[src/rtl/mem_ctrl_pkg.sv]
// mem_ctrl_pkg: shared encodings and constants for the byte-serial memory controller
package mem_ctrl_pkg;
    typedef enum logic [1:0] {SZ_B = 2'd0, SZ_H = 2'd1, SZ_W = 2'd2} size_e;
    typedef enum logic [1:0] {IDLE, READ, WRITE, DONE} state_e;
    typedef enum logic {OWN_LSB = 1'b0, OWN_IF = 1'b1} owner_e;
    localparam logic [31:0] IO_ADDR_BASE = 32'h30000;
    localparam logic [31:0] IO_MASK = 32'h30000;
    // index of the final byte of an access; the reserved size code is treated as a word
    function automatic logic [1:0] last_byte(input logic [1:0] size);
        return size == SZ_B ? 2'd0 : size == SZ_H ? 2'd1 : 2'd3;
    endfunction
endpackage

[src/rtl/mem_ctrl_if.sv]
// mem_ctrl_if: LSB, instruction-fetch and byte-wide RAM/IO signals of the memory controller
interface mem_ctrl_if #(parameter int ADDR_WIDTH = 32);
    logic                  _lsb_req, _lsb_r_nw, _lsb_done, _if_req, _if_done, mem_wr, io_buffer_full;
    logic [ADDR_WIDTH-1:0] _lsb_addr, _if_addr, mem_a;
    logic [1:0]            _lsb_size;
    logic [31:0]           _lsb_data, _lsb_rdata, _if_inst;
    logic [7:0]            mem_din, mem_dout;
    modport slave (
        input  _lsb_req, _lsb_r_nw, _lsb_addr, _lsb_size, _lsb_data, _if_req, _if_addr,
               mem_din, io_buffer_full,
        output _lsb_done, _lsb_rdata, _if_done, _if_inst, mem_dout, mem_a, mem_wr
    );
    modport master (
        output _lsb_req, _lsb_r_nw, _lsb_addr, _lsb_size, _lsb_data, _if_req, _if_addr,
               mem_din, io_buffer_full,
        input  _lsb_done, _lsb_rdata, _if_done, _if_inst, mem_dout, mem_a, mem_wr
    );
endinterface

[src/rtl/mem_byte_seq.sv]
// mem_byte_seq: issues the 1-4 byte RAM transactions of one access, rolls back on stalls
// and assembles/disassembles the little-endian word.
module mem_byte_seq #(
    parameter int                    ADDR_WIDTH   = 32,
    parameter logic [ADDR_WIDTH-1:0] IO_ADDR_BASE = ADDR_WIDTH'(mem_ctrl_pkg::IO_ADDR_BASE),
    parameter logic [ADDR_WIDTH-1:0] IO_MASK      = ADDR_WIDTH'(mem_ctrl_pkg::IO_MASK)
) (
    input  logic                  clk_i,
    input  logic                  rst_ni,
    input  logic                  rdy_i,
    input  logic                  start_i,
    input  logic                  abort_i,
    input  logic                  wr_i,
    input  logic [ADDR_WIDTH-1:0] addr_i,
    input  logic [1:0]            last_i,
    input  logic [31:0]           wdata_i,
    input  logic [7:0]            mem_din_i,
    input  logic                  io_full_i,
    output logic [ADDR_WIDTH-1:0] mem_a_o,
    output logic [7:0]            mem_dout_o,
    output logic                  mem_wr_o,
    output logic                  fin_o,
    output logic [31:0]           rword_o
);
    logic [ADDR_WIDTH-1:0] base_q, mem_a_q, mem_a_d;
    logic [31:0]           wdata_q, buf_q, buf_d;
    logic [7:0]            dout_q, dout_d;
    logic [1:0]            last_q, i_q, i_d, j_q, j_d;
    logic                  wr_q, a_vld_q, a_vld_d, pend_q, pend_d, io_stall, issue, cap;
    // a byte is issued (or written) only in a ready cycle; a read byte lands one cycle later
    assign io_stall   = ((mem_a_q & IO_MASK) == IO_ADDR_BASE) && io_full_i;
    assign issue      = a_vld_q && rdy_i && !(wr_q && io_stall);
    assign cap        = !wr_q && pend_q && rdy_i;
    assign mem_wr_o   = wr_q && issue;
    assign fin_o      = wr_q ? (mem_wr_o && i_q == last_q) : (cap && j_q == last_q);
    assign mem_a_o    = mem_a_q;
    assign mem_dout_o = dout_q;
    assign rword_o    = buf_d;
    always_comb begin
        i_d     = i_q;
        j_d     = j_q;
        a_vld_d = a_vld_q;
        pend_d  = 1'b0;
        buf_d   = buf_q;
        if (cap) begin
            buf_d[{j_q, 3'b0} +: 8] = mem_din_i;
            j_d = j_q + 2'd1;
        end
        if (issue) begin
            i_d     = i_q + 2'd1;
            a_vld_d = i_q != last_q;
            pend_d  = !wr_q;
        end
        // a stalled read drops its in-flight byte and reissues from the oldest uncaptured one
        if (!rdy_i && !wr_q && (a_vld_q || pend_q)) begin
            i_d     = j_q;
            a_vld_d = 1'b1;
        end
        if (fin_o || abort_i) a_vld_d = 1'b0;
        if (start_i) begin
            i_d     = 2'd0;
            j_d     = 2'd0;
            a_vld_d = 1'b1;
            buf_d   = '0;
        end
        mem_a_d = start_i ? addr_i : a_vld_d ? base_q + ADDR_WIDTH'(i_d) : mem_a_q;
        dout_d  = start_i ? (wr_i ? wdata_i[7:0] : 8'h00) : wdata_q[{i_d, 3'b0} +: 8];
    end
    always_ff @(posedge clk_i or negedge rst_ni) begin
        if (!rst_ni) begin
            base_q  <= '0;
            mem_a_q <= '0;
            wdata_q <= '0;
            buf_q   <= '0;
            dout_q  <= '0;
            last_q  <= '0;
            i_q     <= '0;
            j_q     <= '0;
            wr_q    <= 1'b0;
            a_vld_q <= 1'b0;
            pend_q  <= 1'b0;
        end else begin
            if (start_i) begin
                base_q  <= addr_i;
                wdata_q <= wr_i ? wdata_i : '0;
                last_q  <= last_i;
                wr_q    <= wr_i;
            end
            mem_a_q <= mem_a_d;
            buf_q   <= buf_d;
            dout_q  <= dout_d;
            i_q     <= i_d;
            j_q     <= j_d;
            a_vld_q <= a_vld_d;
            pend_q  <= pend_d;
        end
    end
endmodule

[src/rtl/mem_ctrl.sv]
// mem_ctrl: arbitrates LSB and fetch requests onto the byte-wide RAM/IO port,
// handling flushes and producing the one-cycle done pulses.
module mem_ctrl #(
    parameter int                    ADDR_WIDTH   = 32,
    parameter logic [ADDR_WIDTH-1:0] IO_ADDR_BASE = ADDR_WIDTH'(mem_ctrl_pkg::IO_ADDR_BASE)
) (
    input  logic      clk_in,
    input  logic      rst_in,
    input  logic      rdy_in,
    input  logic      _clear,
    mem_ctrl_if.slave bus
);
    import mem_ctrl_pkg::*;
    state_e      state_q;
    owner_e      own_q;
    logic        lsb_done_q, if_done_q, start, abort, fin;
    logic [31:0] lsb_rdata_q, if_inst_q, rword;
    // the LSB wins arbitration; a flush in IDLE suppresses sampling
    assign start = state_q == IDLE && rdy_in && !_clear && (bus._lsb_req || bus._if_req);
    assign abort = state_q == READ && _clear;
    assign bus._lsb_done  = lsb_done_q;
    assign bus._lsb_rdata = lsb_rdata_q;
    assign bus._if_done   = if_done_q;
    assign bus._if_inst   = if_inst_q;
    mem_byte_seq #(
        .ADDR_WIDTH  (ADDR_WIDTH),
        .IO_ADDR_BASE(IO_ADDR_BASE)
    ) u_seq (
        .clk_i     (clk_in),
        .rst_ni    (rst_in),
        .rdy_i     (rdy_in),
        .start_i   (start),
        .abort_i   (abort),
        .wr_i      (bus._lsb_req && !bus._lsb_r_nw),
        .addr_i    (bus._lsb_req ? bus._lsb_addr : bus._if_addr),
        .last_i    (bus._lsb_req ? last_byte(bus._lsb_size) : 2'd3),
        .wdata_i   (bus._lsb_data),
        .mem_din_i (bus.mem_din),
        .io_full_i (bus.io_buffer_full),
        .mem_a_o   (bus.mem_a),
        .mem_dout_o(bus.mem_dout),
        .mem_wr_o  (bus.mem_wr),
        .fin_o     (fin),
        .rword_o   (rword)
    );
    always_ff @(posedge clk_in or negedge rst_in) begin
        if (!rst_in) begin
            state_q     <= IDLE;
            own_q       <= OWN_LSB;
            lsb_done_q  <= 1'b0;
            if_done_q   <= 1'b0;
            lsb_rdata_q <= '0;
            if_inst_q   <= '0;
        end else begin
            lsb_done_q <= 1'b0;
            if_done_q  <= 1'b0;
            case (state_q)
                IDLE: if (start) begin
                    state_q <= bus._lsb_req && !bus._lsb_r_nw ? WRITE : READ;
                    own_q   <= bus._lsb_req ? OWN_LSB : OWN_IF;
                end
                READ: if (_clear) state_q <= IDLE;
                else if (fin) begin
                    state_q <= DONE;
                    if (own_q == OWN_LSB) begin
                        lsb_done_q  <= 1'b1;
                        lsb_rdata_q <= rword;
                    end else begin
                        if_done_q <= 1'b1;
                        if_inst_q <= rword;
                    end
                end
                // stores are committed once started, so a flush does not cut them short
                WRITE: if (fin) begin
                    state_q    <= DONE;
                    lsb_done_q <= 1'b1;
                end
                default: state_q <= IDLE;
            endcase
        end
    end
endmodule

[src/flat_wrapper.sv]
// flat-port wrapper written by rule: the top's interface ports become plain ports
module mem_ctrl_flat import mem_ctrl_pkg::*;
#(
    parameter int                    ADDR_WIDTH   = 32,
    parameter logic [ADDR_WIDTH-1:0] IO_ADDR_BASE = ADDR_WIDTH'(mem_ctrl_pkg::IO_ADDR_BASE)
)
  (clk_in, rst_in, rdy_in, _clear, bus__lsb_req, bus__lsb_r_nw, bus__lsb_addr, bus__lsb_size, bus__lsb_data, bus__if_req, bus__if_addr, bus_mem_din, bus_io_buffer_full, bus__lsb_done, bus__lsb_rdata, bus__if_done, bus__if_inst, bus_mem_dout, bus_mem_a, bus_mem_wr);
  mem_ctrl_if #(.ADDR_WIDTH(ADDR_WIDTH)) bus_i ();
  input  logic clk_in;
  input  logic rst_in;
  input  logic rdy_in;
  input  logic _clear;
  input wire logic [$bits(bus_i._lsb_req)-1:0] bus__lsb_req;
  input wire logic [$bits(bus_i._lsb_r_nw)-1:0] bus__lsb_r_nw;
  input wire logic [$bits(bus_i._lsb_addr)-1:0] bus__lsb_addr;
  input wire logic [$bits(bus_i._lsb_size)-1:0] bus__lsb_size;
  input wire logic [$bits(bus_i._lsb_data)-1:0] bus__lsb_data;
  input wire logic [$bits(bus_i._if_req)-1:0] bus__if_req;
  input wire logic [$bits(bus_i._if_addr)-1:0] bus__if_addr;
  input wire logic [$bits(bus_i.mem_din)-1:0] bus_mem_din;
  input wire logic [$bits(bus_i.io_buffer_full)-1:0] bus_io_buffer_full;
  output wire logic [$bits(bus_i._lsb_done)-1:0] bus__lsb_done;
  output wire logic [$bits(bus_i._lsb_rdata)-1:0] bus__lsb_rdata;
  output wire logic [$bits(bus_i._if_done)-1:0] bus__if_done;
  output wire logic [$bits(bus_i._if_inst)-1:0] bus__if_inst;
  output wire logic [$bits(bus_i.mem_dout)-1:0] bus_mem_dout;
  output wire logic [$bits(bus_i.mem_a)-1:0] bus_mem_a;
  output wire logic [$bits(bus_i.mem_wr)-1:0] bus_mem_wr;
  assign bus_i._lsb_req = bus__lsb_req;
  assign bus_i._lsb_r_nw = bus__lsb_r_nw;
  assign bus_i._lsb_addr = bus__lsb_addr;
  assign bus_i._lsb_size = bus__lsb_size;
  assign bus_i._lsb_data = bus__lsb_data;
  assign bus_i._if_req = bus__if_req;
  assign bus_i._if_addr = bus__if_addr;
  assign bus_i.mem_din = bus_mem_din;
  assign bus_i.io_buffer_full = bus_io_buffer_full;
  assign bus__lsb_done = bus_i._lsb_done;
  assign bus__lsb_rdata = bus_i._lsb_rdata;
  assign bus__if_done = bus_i._if_done;
  assign bus__if_inst = bus_i._if_inst;
  assign bus_mem_dout = bus_i.mem_dout;
  assign bus_mem_a = bus_i.mem_a;
  assign bus_mem_wr = bus_i.mem_wr;
  mem_ctrl #(.ADDR_WIDTH(ADDR_WIDTH), .IO_ADDR_BASE(IO_ADDR_BASE)) u_core (.clk_in(clk_in), .rst_in(rst_in), .rdy_in(rdy_in), ._clear(_clear), .bus(bus_i));
endmodule
[config.mk]
export PLATFORM = sky130hd
export DESIGN_NAME = mem_ctrl_flat
export DESIGN_NICKNAME = d
export VERILOG_FILES = /design/src/rtl/mem_ctrl_pkg.sv /design/src/rtl/mem_ctrl_if.sv /design/src/rtl/mem_byte_seq.sv /design/src/rtl/mem_ctrl.sv /design/src/flat_wrapper.sv
export SDC_FILE = /design/constraint.sdc
export NUM_CORES = 1
export LEC_CHECK = 0
export BUFFER_PORTS_ARGS = -buffer_cell sky130_fd_sc_hd__buf_2
export CAP_MARGIN = 10
export CORE_UTILIZATION = 30
export CTS_CLUSTER_SIZE = 28
export DETAILED_ROUTE_END_ITERATION = 12
export SYNTH_ARGS = -nofsm -noshare
export SYNTH_HDL_FRONTEND = slang
export SYNTH_HIERARCHICAL = 1
export SYNTH_SLANG_ARGS = --single-unit
[constraint.sdc]
create_clock -name clk_in -period 7.3 [get_ports clk_in]
set_clock_uncertainty 0.1 [all_clocks]
set_input_delay 0 -clock clk_in [delete_from_list [all_inputs] [get_ports clk_in]]
set_output_delay 0 -clock clk_in [all_outputs]
set_load 0.01 [all_outputs]
==> results of run 1 <==
flip-flops by register name (all words and copies together), names as in the netlist, 8 cells and up:
signal / cells
u_core/u_seq/mem_a_o: 32
u_core/bus._if_inst: 32
u_core/bus._lsb_rdata: 32
u_core/u_seq/mem_dout_o: 8
u_core/u_seq/buf_q: 32
u_core/u_seq/base_q: 32
u_core/u_seq/wdata_q: 32
cells in the final DEF (no fill, tap or decap), types with 5 or more instances in the layout:
cell type / synthesis / routed
mux2i_1: 32 / 32
and2_1: 9 / 9
buf_2: 14 / 219
nor3_1: 5 / 5
o21ai_0: 47 / 47
clkinv_2: 0 / 6
ha_1: 12 / 12
inv_1: 63 / 63
nand2_1: 77 / 77
dfrtp_1: 214 / 214
buf_4: 2 / 9
nor4_1: 8 / 8
nor2_1: 23 / 22
nand3_1: 41 / 41
a21oi_1: 40 / 40
a41oi_1: 5 / 5
clkbuf_1: 22 / 5
xnor2_1: 7 / 7
nand4_1: 11 / 11
a22o_1: 10 / 10
mux2_2: 113 / 113
and4_1: 6 / 5
mux2_4: 9 / 9
o211ai_1: 8 / 8
dlygate4sd3_1: 0 / 111
clkbuf_16: 0 / 25
mux2_1: 12 / 12
a31oi_1: 22 / 22
and3_1: 8 / 8
repair_timing:
item / 4_1_cts / 5_1_grt
resized for setup: 0 / 0
endpoints found under the hold margin: 220 / 0
hold buffers: 112 / 0
worst min-delay path, delay by kind of cell:
family | cells | cell delay (ns)
buf+inv | 3 | 1.01
metrics by stage:
step	area, um^2	util (%)	hold WS, ns
final	13420	41.04	-0.004878
after global routing	13420	41.04	0.03427
after CTS	13420	41.03	0.003084
after detailed placement	11480	35.12	-0.08699
after global placement	11480	35.12	-0.09288
after floorplan	10010	-	-0.3956
worst max-delay path by stage:
| stage | slack (ns) | end | cells past startpoint |
|---|---|---|---|
| after global placement | 3.42 | u_core/u_seq/mem_a_o[26] | 10 |
| after CTS | 3.34 | u_core/u_seq/mem_a_o[26] | 10 |
| final | 3.31 | u_core/u_seq/mem_a_o[26] | 12 |
| after global routing | 3.08 | u_core/u_seq/mem_a_o[26] | 12 |
| after floorplan | 3.51 | u_core/u_seq/mem_a_o[30] | 17 |
| after detailed placement | 3.33 | u_core/u_seq/mem_a_o[26] | 10 |
final cells by class:
type	count	area, um^2	area share, %
clock buffer	32	671.9	5.007
multi-input combinational	553	4161	31.01
timing repair buffer	341	2317	17.27
sequential	214	5355	39.91
antenna	1	2.502	0.01865
clock inverter	12	121.4	0.9044
tap	442	553.0	4.121
inverter	63	236.5	1.762
per-layer routing:
metal  up-vias  track usage (%)
li1       3755                -
met1      3818            21.22
met2       187            26.04
met3        48            2.845
met4         4            4.860
met5         -                0
power by group through the flow:
stage | clock network [mW] | registers [mW] | logic (mW)
floorplan | 0 | 1.70 | 0.900
global placement | 0 | 1.71 | 1.28
detailed placement | 0 | 1.72 | 1.30
CTS | 1.25 | 1.70 | 1.37
global route | 1.30 | 1.74 | 1.51
finish | 1.21 | 1.70 | 1.35
logic make-up after synthesis:
| family | Yosys count |
|---|---|
| flip-flops | 214 |
| adder cells (fa/ha/maj) | 13 |
| buffers and inverters | 111 |
| AND/OR/NAND/NOR | 209 |
| multiplexers | 166 |
| AO/OA/AOI/OAI | 158 |
| XOR/XNOR | 7 |
==> reports/metrics.cfg, run 1 <==
[yosys]
yosys.area_share.simple_pct = 10.52
synth.distinct_cells = 58
synth-seq-area-share_pct = 53.52
synth_commonest_cells = dfrtp_1 (214), mux2_2 (113), nand2_1 (77)
yosysTopAreaCellShare_pct = 53.52
synthMuxAreaShare_pct = 18.62
synth.area.top_cells = dfrtp_1 (54%), mux2_2 (13%), mux2i_1 (3.2%)
synth-adder-area-share_pct = 1.701
synth-edff-count = 0
synth_top_family_by_area = multiplexers
synth_xor_xnor_area_share_pct = 0.6127
netlist_area_um2 = 10010
synth_compound_area_share_pct = 10.05
synth-seq-cells = 214
yosysTopAreaCell = dfrtp_1
synth_warnings = 6
async_flop_share_pct = 100.0
synth.avg_cell_area_um2 = 11.40
syn_inst = 878
syn_nets = 1005
dominantRegCellSynth = dfrtp_1
synth_most_common_cell = dfrtp_1

[critical_path]
path_max_fanout = 36
path_class = primary input to register
r2r_cells = 10
start_kind = primary input
cp.arrival_ns = 4.28
end_kind = register
cp_top_family = buffers and inverters
cpPeakStageDelay_ns = 0.72
r2r_slack_ns = 3.36
slowest_stage = and4_1
critPathRequiredTime_ns = 7.60
cp_num_buf_inv = 4
crit_chain = dlygate4sd3_1 > buf_2 > buf_4 > o211ai_1 > nor2_4 > inv_1 > o311a_1 > fa_1 > and4_1 > nand4_1 > mux2_2 > mux2_1
crit_path_start = bus__lsb_req
worst_r2r_startpoint = u_core/u_seq/wr_q
r2r-end = u_core/u_seq/mem_a_o[26]

[timing]
final-max-slew-violation-count = 0
tightestPinTransition_ns = 1.029
max_clock_freq_mhz = 250.8
finalCritPeriodShare_pct = 54.61
setup_viol = 0
min_period_ns = 3.987
layout_setup_ws_ns = 3.313
whs_ns = -0.004878
grt_setup_unrepaired = false
hold_violations = 2
tns_ns = 0
maxSlewHeadroom_pct = 31.27

[place]
place_inst = 1501
pre_cts_slack_ns = 3.333
dp_hpwl_um = 18370
port_buffers = 220
gp_congestion = 0.8356

[global_routing]
grt_max_degree = 74
grt_overflow = 0
grt_pass1_wl_um = 42670
antenna_found_initial = 3
grt_pass1_vias = 7855
grtUsageTotal_pct = 15.87

[cts]
htree_levels = 1
post_cts_buffers = 0
cts_inserted_buffers = 25
worst_skew_pair.late_latency_ns = 0.53
clockBufferDepth = 3
cts.sinks = 214
cts_tree = built
root_buffer = clkbuf_16
clkTransAtPathRegs_ns = 0.06

[floorplan]
io_pins = 221
initial_utilization_pct = 30.60
coreArea_um2 = 32700
die-area_um2 = 34090
rows = 66
die-height_um = 184.6
die_x_um = 184.6

[route]
drt-initial-drc-count = 444
top_layer = met5
wl_um = 27170
vias = 7812
wl_met1_um = 12390
drtAntennaViolNets = 0
drcViolationCount = 0
viasPerCell = 4.712
drtPass1Iterations = 5
wl_per_cell_um = 16.38
dr_wl_met2_um = 12680
wl_met3_um = 1285

[power_and_ir_drop]
intPower_mw = 2.813
switching_share_pct = 34.17
power_switching_mw = 1.460
p_leak_nw = 6.524
combPwrFrac_pct = 31.7
clock_power_share_pct = 28.4
power_density_nw_per_um2 = 318.4
finalPower_mw = 4.273
ir_drop_uv = 161.6
p_seq_share_pct = 39.9

[finish]
final_cells = 1658
fin_nets = 1325
area_delta_synth_final_pct = 34.11
fillers = 3220
drive_above_1_share_pct = 33.50

[run_status]
status = complete, but fails checks
violations = hold timing

[job]
cap_violations = 0

[hold_path]
holdCritPathClass = primary input to async pin

Power figures use the tool's default switching activity.
==> run 2, diff against run 1 <==
==> constraint.sdc (replaced) <==
create_clock -name clk_in -period 3.7 [get_ports clk_in]
set_clock_uncertainty 0.1 [all_clocks]
set_input_delay 0 -clock clk_in [delete_from_list [all_inputs] [get_ports clk_in]]
set_output_delay 0 -clock clk_in [all_outputs]
set_load 0.01 [all_outputs]
==> reports/metrics.cfg, run 2 (synthesis results as in run 1) <==
[route]
drt-initial-drc-count = 380  ; -14%
wl_um = 27000  ; -0.60%
wl_per_cell_um = 16.14  ; -1.5%
drtPass1Iterations = 5  ; unchanged
drcViolationCount = 0  ; unchanged
viasPerCell = 4.721  ; +0.21%
vias = 7899  ; +1.1%
drtAntennaViolNets = 0  ; unchanged

[run_status]
status = complete, but fails checks
violations = hold timing

[global_routing]
antenna_found_initial = 5  ; +2
grt_max_degree = 96  ; +30%
grtUsageTotal_pct = 15.56  ; -0.32 points
grt_pass1_vias = 7945  ; +1.1%
grt_pass1_wl_um = 42150  ; -1.2%
grt_overflow = 0  ; unchanged

[timing]
hold_violations = 6  ; +4
whs_ns = -0.02395  ; -0.01907 ns
tightestPinTransition_ns = 0.9576  ; -0.07103 ns
finalCritPeriodShare_pct = 91.35
setup_viol = 0  ; unchanged
grt_setup_unrepaired = false
maxSlewHeadroom_pct = 36.02  ; +4.7 points
final-max-slew-violation-count = 0  ; unchanged
min_period_ns = 3.380
max_clock_freq_mhz = 295.9
tns_ns = 0  ; unchanged

[floorplan]
rows = 66  ; unchanged
coreArea_um2 = 32700  ; unchanged
die_x_um = 184.6  ; unchanged
die-area_um2 = 34090  ; unchanged
io_pins = 221  ; unchanged
initial_utilization_pct = 30.60  ; unchanged
die-height_um = 184.6  ; unchanged

[finish]
drive_above_1_share_pct = 34.18  ; +0.68 points
layout_common_cells = buf_2 (219), dfrtp_1 (214), mux2_2 (113)
final_common_cell = buf_2
area_delta_synth_final_pct = 34.98
fin_nets = 1336  ; +0.83%

[cts]
post_cts_buffers = 0  ; unchanged
clockBufferDepth = 3  ; unchanged
clkTransAtPathRegs_ns = 0.06  ; about the same
cts_inserted_buffers = 25  ; unchanged
root_buffer = clkbuf_16
htree_levels = 1  ; unchanged
cts.sinks = 214  ; unchanged
worst_skew_pair.late_latency_ns = 0.52  ; about the same
cts_tree = built

[power_and_ir_drop]
combPwrFrac_pct = 32.0  ; +0.3 points
ir_drop_uv = 281.9  ; +74%
p_leak_nw = 6.576  ; +0.81%
clock_power_share_pct = 28.3  ; about the same
power_density_nw_per_um2 = 625.6  ; +96%
p_seq_share_pct = 39.7  ; -0.2 points
intPower_mw = 5.546  ; +97%
power_switching_mw = 2.903  ; +99%
switching_share_pct = 34.36  ; +0.19 points

[critical_path]
path_class = register to register
setup.worst_path.end = u_core/u_seq/mem_a_o[26]
path_max_fanout = 15  ; -58%
cp.arrival_ns = 3.68  ; -0.60 ns
r2r_cells = 8  ; -2
worst_r2r_startpoint = u_core/u_seq/wr_q
end_kind = register
r2r-end = u_core/u_seq/mem_a_o[26]
crit_path_start = u_core/u_seq/wr_q
start_kind = register
critPathRequiredTime_ns = 4.00  ; -3.60 ns
r2r_slack_ns = 0.32  ; -3.04 ns

[hold_path]
holdCritPathClass = primary input to async pin

[place]
dp_hpwl_um = 18330  ; -0.22%
port_buffers = 220  ; unchanged
gp_congestion = 0.7738  ; -7.4%

[job]
cap_violations = 0  ; unchanged

## run 2: cell count changes in the layout (fill, tap and decap cells not counted)
cell | previous run | this run
bufinv_16 | 2 | 1
diode_2 | 1 | 5
clkbuf_1 | 5 | 3
buf_12 | 0 | 1
clkbuf_8 | 2 | 4
dlygate4sd3_1 | 111 | 112
buf_16 | 1 | 0
clkinv_4 | 0 | 1
buf_4 | 9 | 19
## run 2: layer usage
metal,vias up,wire [um],GRT usage (%)
li1,3784,-,-
met2,211,12690,25.90
met4,2,899,5.322
met3,54,1350,3.023
met5,-,17,0
met1,3848,12040,20.11
## run 2: power by group through the flow
stage,sequential [mW],clock [mW],combinational (mW)
floorplan,3.36,0,1.78
global placement,3.38,0,2.55
detailed placement,3.39,0,2.61
CTS,3.35,2.47,2.73
global route,3.43,2.55,3.00
finish,3.35,2.39,2.71
## run 2: worst min-delay path by stage
stage,endpoint,cells after the start,slack [ns],from
after global routing,u_core/state_q[1],4,0.05,bus__if_req
after detailed placement,u_core/bus._lsb_rdata[8],1,-0.02,rst_in
after floorplan,u_core/bus._if_done,0,-0.40,rst_in
after global placement,u_core/bus._lsb_rdata[8],1,-0.03,rst_in
after CTS,u_core/state_q[1],4,0.009,bus__if_req
final,u_core/bus._lsb_rdata[7],2,-0.02,rst_in
## run 2: layout make-up
type / count / area, um^2
timing repair buffer: 352 / 2395
inverter: 63 / 236.5
clock buffer: 32 / 691.9
multi-input combinational: 553 / 4161
tap: 442 / 553.0
sequential: 214 / 5355
fill: 3179 / 19200
antenna: 5 / 12.51
clock inverter: 12 / 100.1
## run 2: worst max-delay path, cell delays in order (launching register included)
cell and delay (ns):
dfrtp_1 0.44, and4_1 0.40, nor3_1 0.12, o311a_1 0.50
fa_1 0.52, and4_1 0.38, nand4_1 0.19, mux2_2 0.33
mux2_1 0.27
## run 2: through the flow
stage	utilization (%)	setup WS (ns)	area (um^2)	power, mW	cells
2_1_floorplan	-	0.01293	10010	5.136	878
3_3_place_gp	35.41	0.4263	11580	5.934	1512
3_5_place_dp	35.41	0.3714	11580	6.002	1512
4_1_cts	41.26	0.3437	13490	8.553	1668
5_1_grt	41.29	0.1414	13500	8.990	1672
6_report	41.30	0.3201	13510	8.449	1673
## run 2: timing repair
| action | CTS | global route |
|---|---|---|
| hold endpoints to repair | 267 | 0 |
| resized for setup | 0 | 0 |
| hold buffers | 112 | 0 |
==> run 3, diff against run 2 <==
--- a/config.mk
+++ b/config.mk
@@ -10,6 +10,7 @@
 export CORE_UTILIZATION = 30
 export CTS_CLUSTER_SIZE = 28
 export DETAILED_ROUTE_END_ITERATION = 12
+export SETUP_SLACK_MARGIN = 0.4
 export SYNTH_ARGS = -nofsm -noshare
 export SYNTH_HDL_FRONTEND = slang
 export SYNTH_HIERARCHICAL = 1
==> reports/metrics.cfg, run 3 (synthesis results as in run 1) <==
[run_status]
status = completed

[floorplan]
die_x_um = 184.6  ; unchanged
io_pins = 221  ; unchanged
rows = 66  ; unchanged
die-height_um = 184.6  ; unchanged
coreArea_um2 = 32700  ; unchanged
die-area_um2 = 34090  ; unchanged
initial_utilization_pct = 30.60  ; unchanged

[cts]
cts_tree = built
cts.sinks = 214  ; unchanged
htree_levels = 1  ; unchanged
root_buffer = clkbuf_16
clockBufferDepth = 3  ; unchanged
worst_skew_pair.late_latency_ns = 0.53  ; about the same
cts_inserted_buffers = 25  ; unchanged
clkTransAtPathRegs_ns = 0.06  ; about the same

[critical_path]
cp.arrival_ns = 3.41  ; -0.27 ns
critPathRequiredTime_ns = 4.01  ; about the same
cpPeakStageDelay_ns = 0.45  ; -0.07 ns
path_max_fanout = 10  ; -5
path_class = register to register
cp_num_buf_inv = 0  ; unchanged
crit_chain = and4_2 > o21a_1 > o311a_2 > ha_1 > a21oi_2 > nor3_1 > and2_2 > a41oi_1 > mux2_1
end_kind = register
cp_top_family = compound AO/OA/AOI/OAI gates
start_kind = register
slowest_stage = o311a_2

[job]
cap_violations = 0  ; unchanged

[finish]
drive_above_1_share_pct = 34.58  ; +0.41 points
layout_common_cells = buf_2 (219), dfrtp_1 (214), dlygate4sd3_1 (113), mux2_2 (113), nand2_1 (77)
fin_nets = 1336  ; unchanged
final_common_cell = buf_2
area_delta_synth_final_pct = 35.51
fillers = 3155  ; -0.75%

[timing]
tightestPinTransition_ns = 1.012  ; +0.05424 ns
max_clock_freq_mhz = 322.7  ; +9.1%
finalCritPeriodShare_pct = 83.74  ; -7.6 points
grt_setup_unrepaired = false
hold_violations = 0  ; -6
setup_viol = 0  ; unchanged
tns_ns = 0  ; unchanged
layout_setup_ws_ns = 0.6016  ; +0.2815 ns
min_period_ns = 3.098  ; -0.2815 ns
final-max-slew-violation-count = 0  ; unchanged
maxSlewHeadroom_pct = 32.40  ; -3.6 points
whs_ns = 0.02839  ; +0.05234 ns

[route]
drtAntennaViolNets = 0  ; unchanged
viasPerCell = 4.762  ; +0.85%
wl_per_cell_um = 16.50  ; +2.2%
drt-initial-drc-count = 471  ; +24%
drtPass1Iterations = 4  ; -1
drcViolationCount = 0  ; unchanged
vias = 7947  ; +0.61%
wl_um = 27540  ; +2.0%

[place]
port_buffers = 220  ; unchanged
pre_cts_slack_ns = 0.4168  ; +0.04538 ns
gp_congestion = 0.7820  ; +1.1%
dp_hpwl_um = 18240  ; -0.45%

[hold_path]
holdCritPathClass = primary input to async pin

[global_routing]
grt_overflow = 0  ; unchanged
grt_pass1_vias = 8142  ; +2.5%
grt_max_degree = 111  ; +16%
grt_pass1_wl_um = 43380  ; +2.9%
antenna_found_initial = 3  ; -2
grtUsageTotal_pct = 16.01  ; +0.46 points

[power_and_ir_drop]
p_leak_nw = 6.596  ; +0.30%
ir_drop_uv = 371.2  ; +32%
power_density_nw_per_um2 = 636.8  ; +1.8%

run 3: cell count changes in the layout (fill, tap and decap cells not counted), moves of 2 or more:
cell,before,now
clkbuf_1,3,5
diode_2,5,1
bufinv_16,1,3
and4_1,5,3
run 3: power by group:
group / internal (mW) / total, mW / leakage, nW / switching [mW]
registers: 2.93 / 3.37 / 2.82 / 0.444
clock network: 1.53 / 2.53 / 0.405 / 1.00
logic: 1.24 / 2.74 / 3.37 / 1.50
total: 5.69 / 8.64 / 6.60 / 2.94
run 3: final cells by class:
type	count	area, um^2	share of cell area [%]
sequential	214	5355	39.49
timing repair buffer	352	2397	17.68
antenna	1	2.502	0.01846
clock buffer	34	699.4	5.158
tap	442	553.0	4.079
clock inverter	10	130.1	0.9597
inverter	63	236.5	1.744
multi-input combinational	553	4185	30.87
run 3: metrics by stage:
| step | std cells | util (%) | area [um^2] | power (mW) |
|---|---|---|---|---|
| detailed placement | 1511 | 35.40 | 11570 | 6.020 |
| global route | 1669 | 41.46 | 13560 | 9.181 |
| global placement | 1511 | 35.40 | 11570 | 5.953 |
| floorplan | 878 | - | 10020 | 5.143 |
| finish | 1669 | 41.46 | 13560 | 8.635 |
| CTS | 1668 | 41.39 | 13540 | 8.692 |
run 3: per-layer routing:
metal / vias to the layer above / track usage (%) / wire length [um]
met5: - / 0 / 27
met4: 4 / 4.860 / 660
met3: 40 / 2.944 / 1381
met2: 204 / 26.13 / 12960
met1: 3924 / 21.47 / 12510
li1: 3775 / - / -
run 3: timing repair:
action / 4_1_cts / 5_1_grt
buffers inserted: 0 / 0
hold buffers: 113 / 0
endpoints found under the hold margin: 261 / 0
gates resized for setup: 0 / 8
setup endpoints to repair: 0 / 24
run 3: path summary, 6_finish.rpt:
check | startpoint | endpoint | slack (ns) | cells after the start
worst min-delay path | rst_in | u_core/bus._lsb_rdata[10] | 0.03 | 2
worst min register to register | u_core/u_seq/mem_a_o[20] | u_core/u_seq/mem_a_o[20] | 0.39 | 1
worst max-delay path | u_core/u_seq/wr_q | u_core/u_seq/mem_a_o[21] | 0.60 | 9
min in group clk_in | bus__if_addr[15] | u_core/u_seq/mem_a_o[15] | 0.05 | 5
worst max register to register | u_core/u_seq/wr_q | u_core/u_seq/mem_a_o[21] | 0.60 | 9
max in group asynchronous | rst_in | u_core/u_seq/mem_a_o[24] | 2.39 | 3
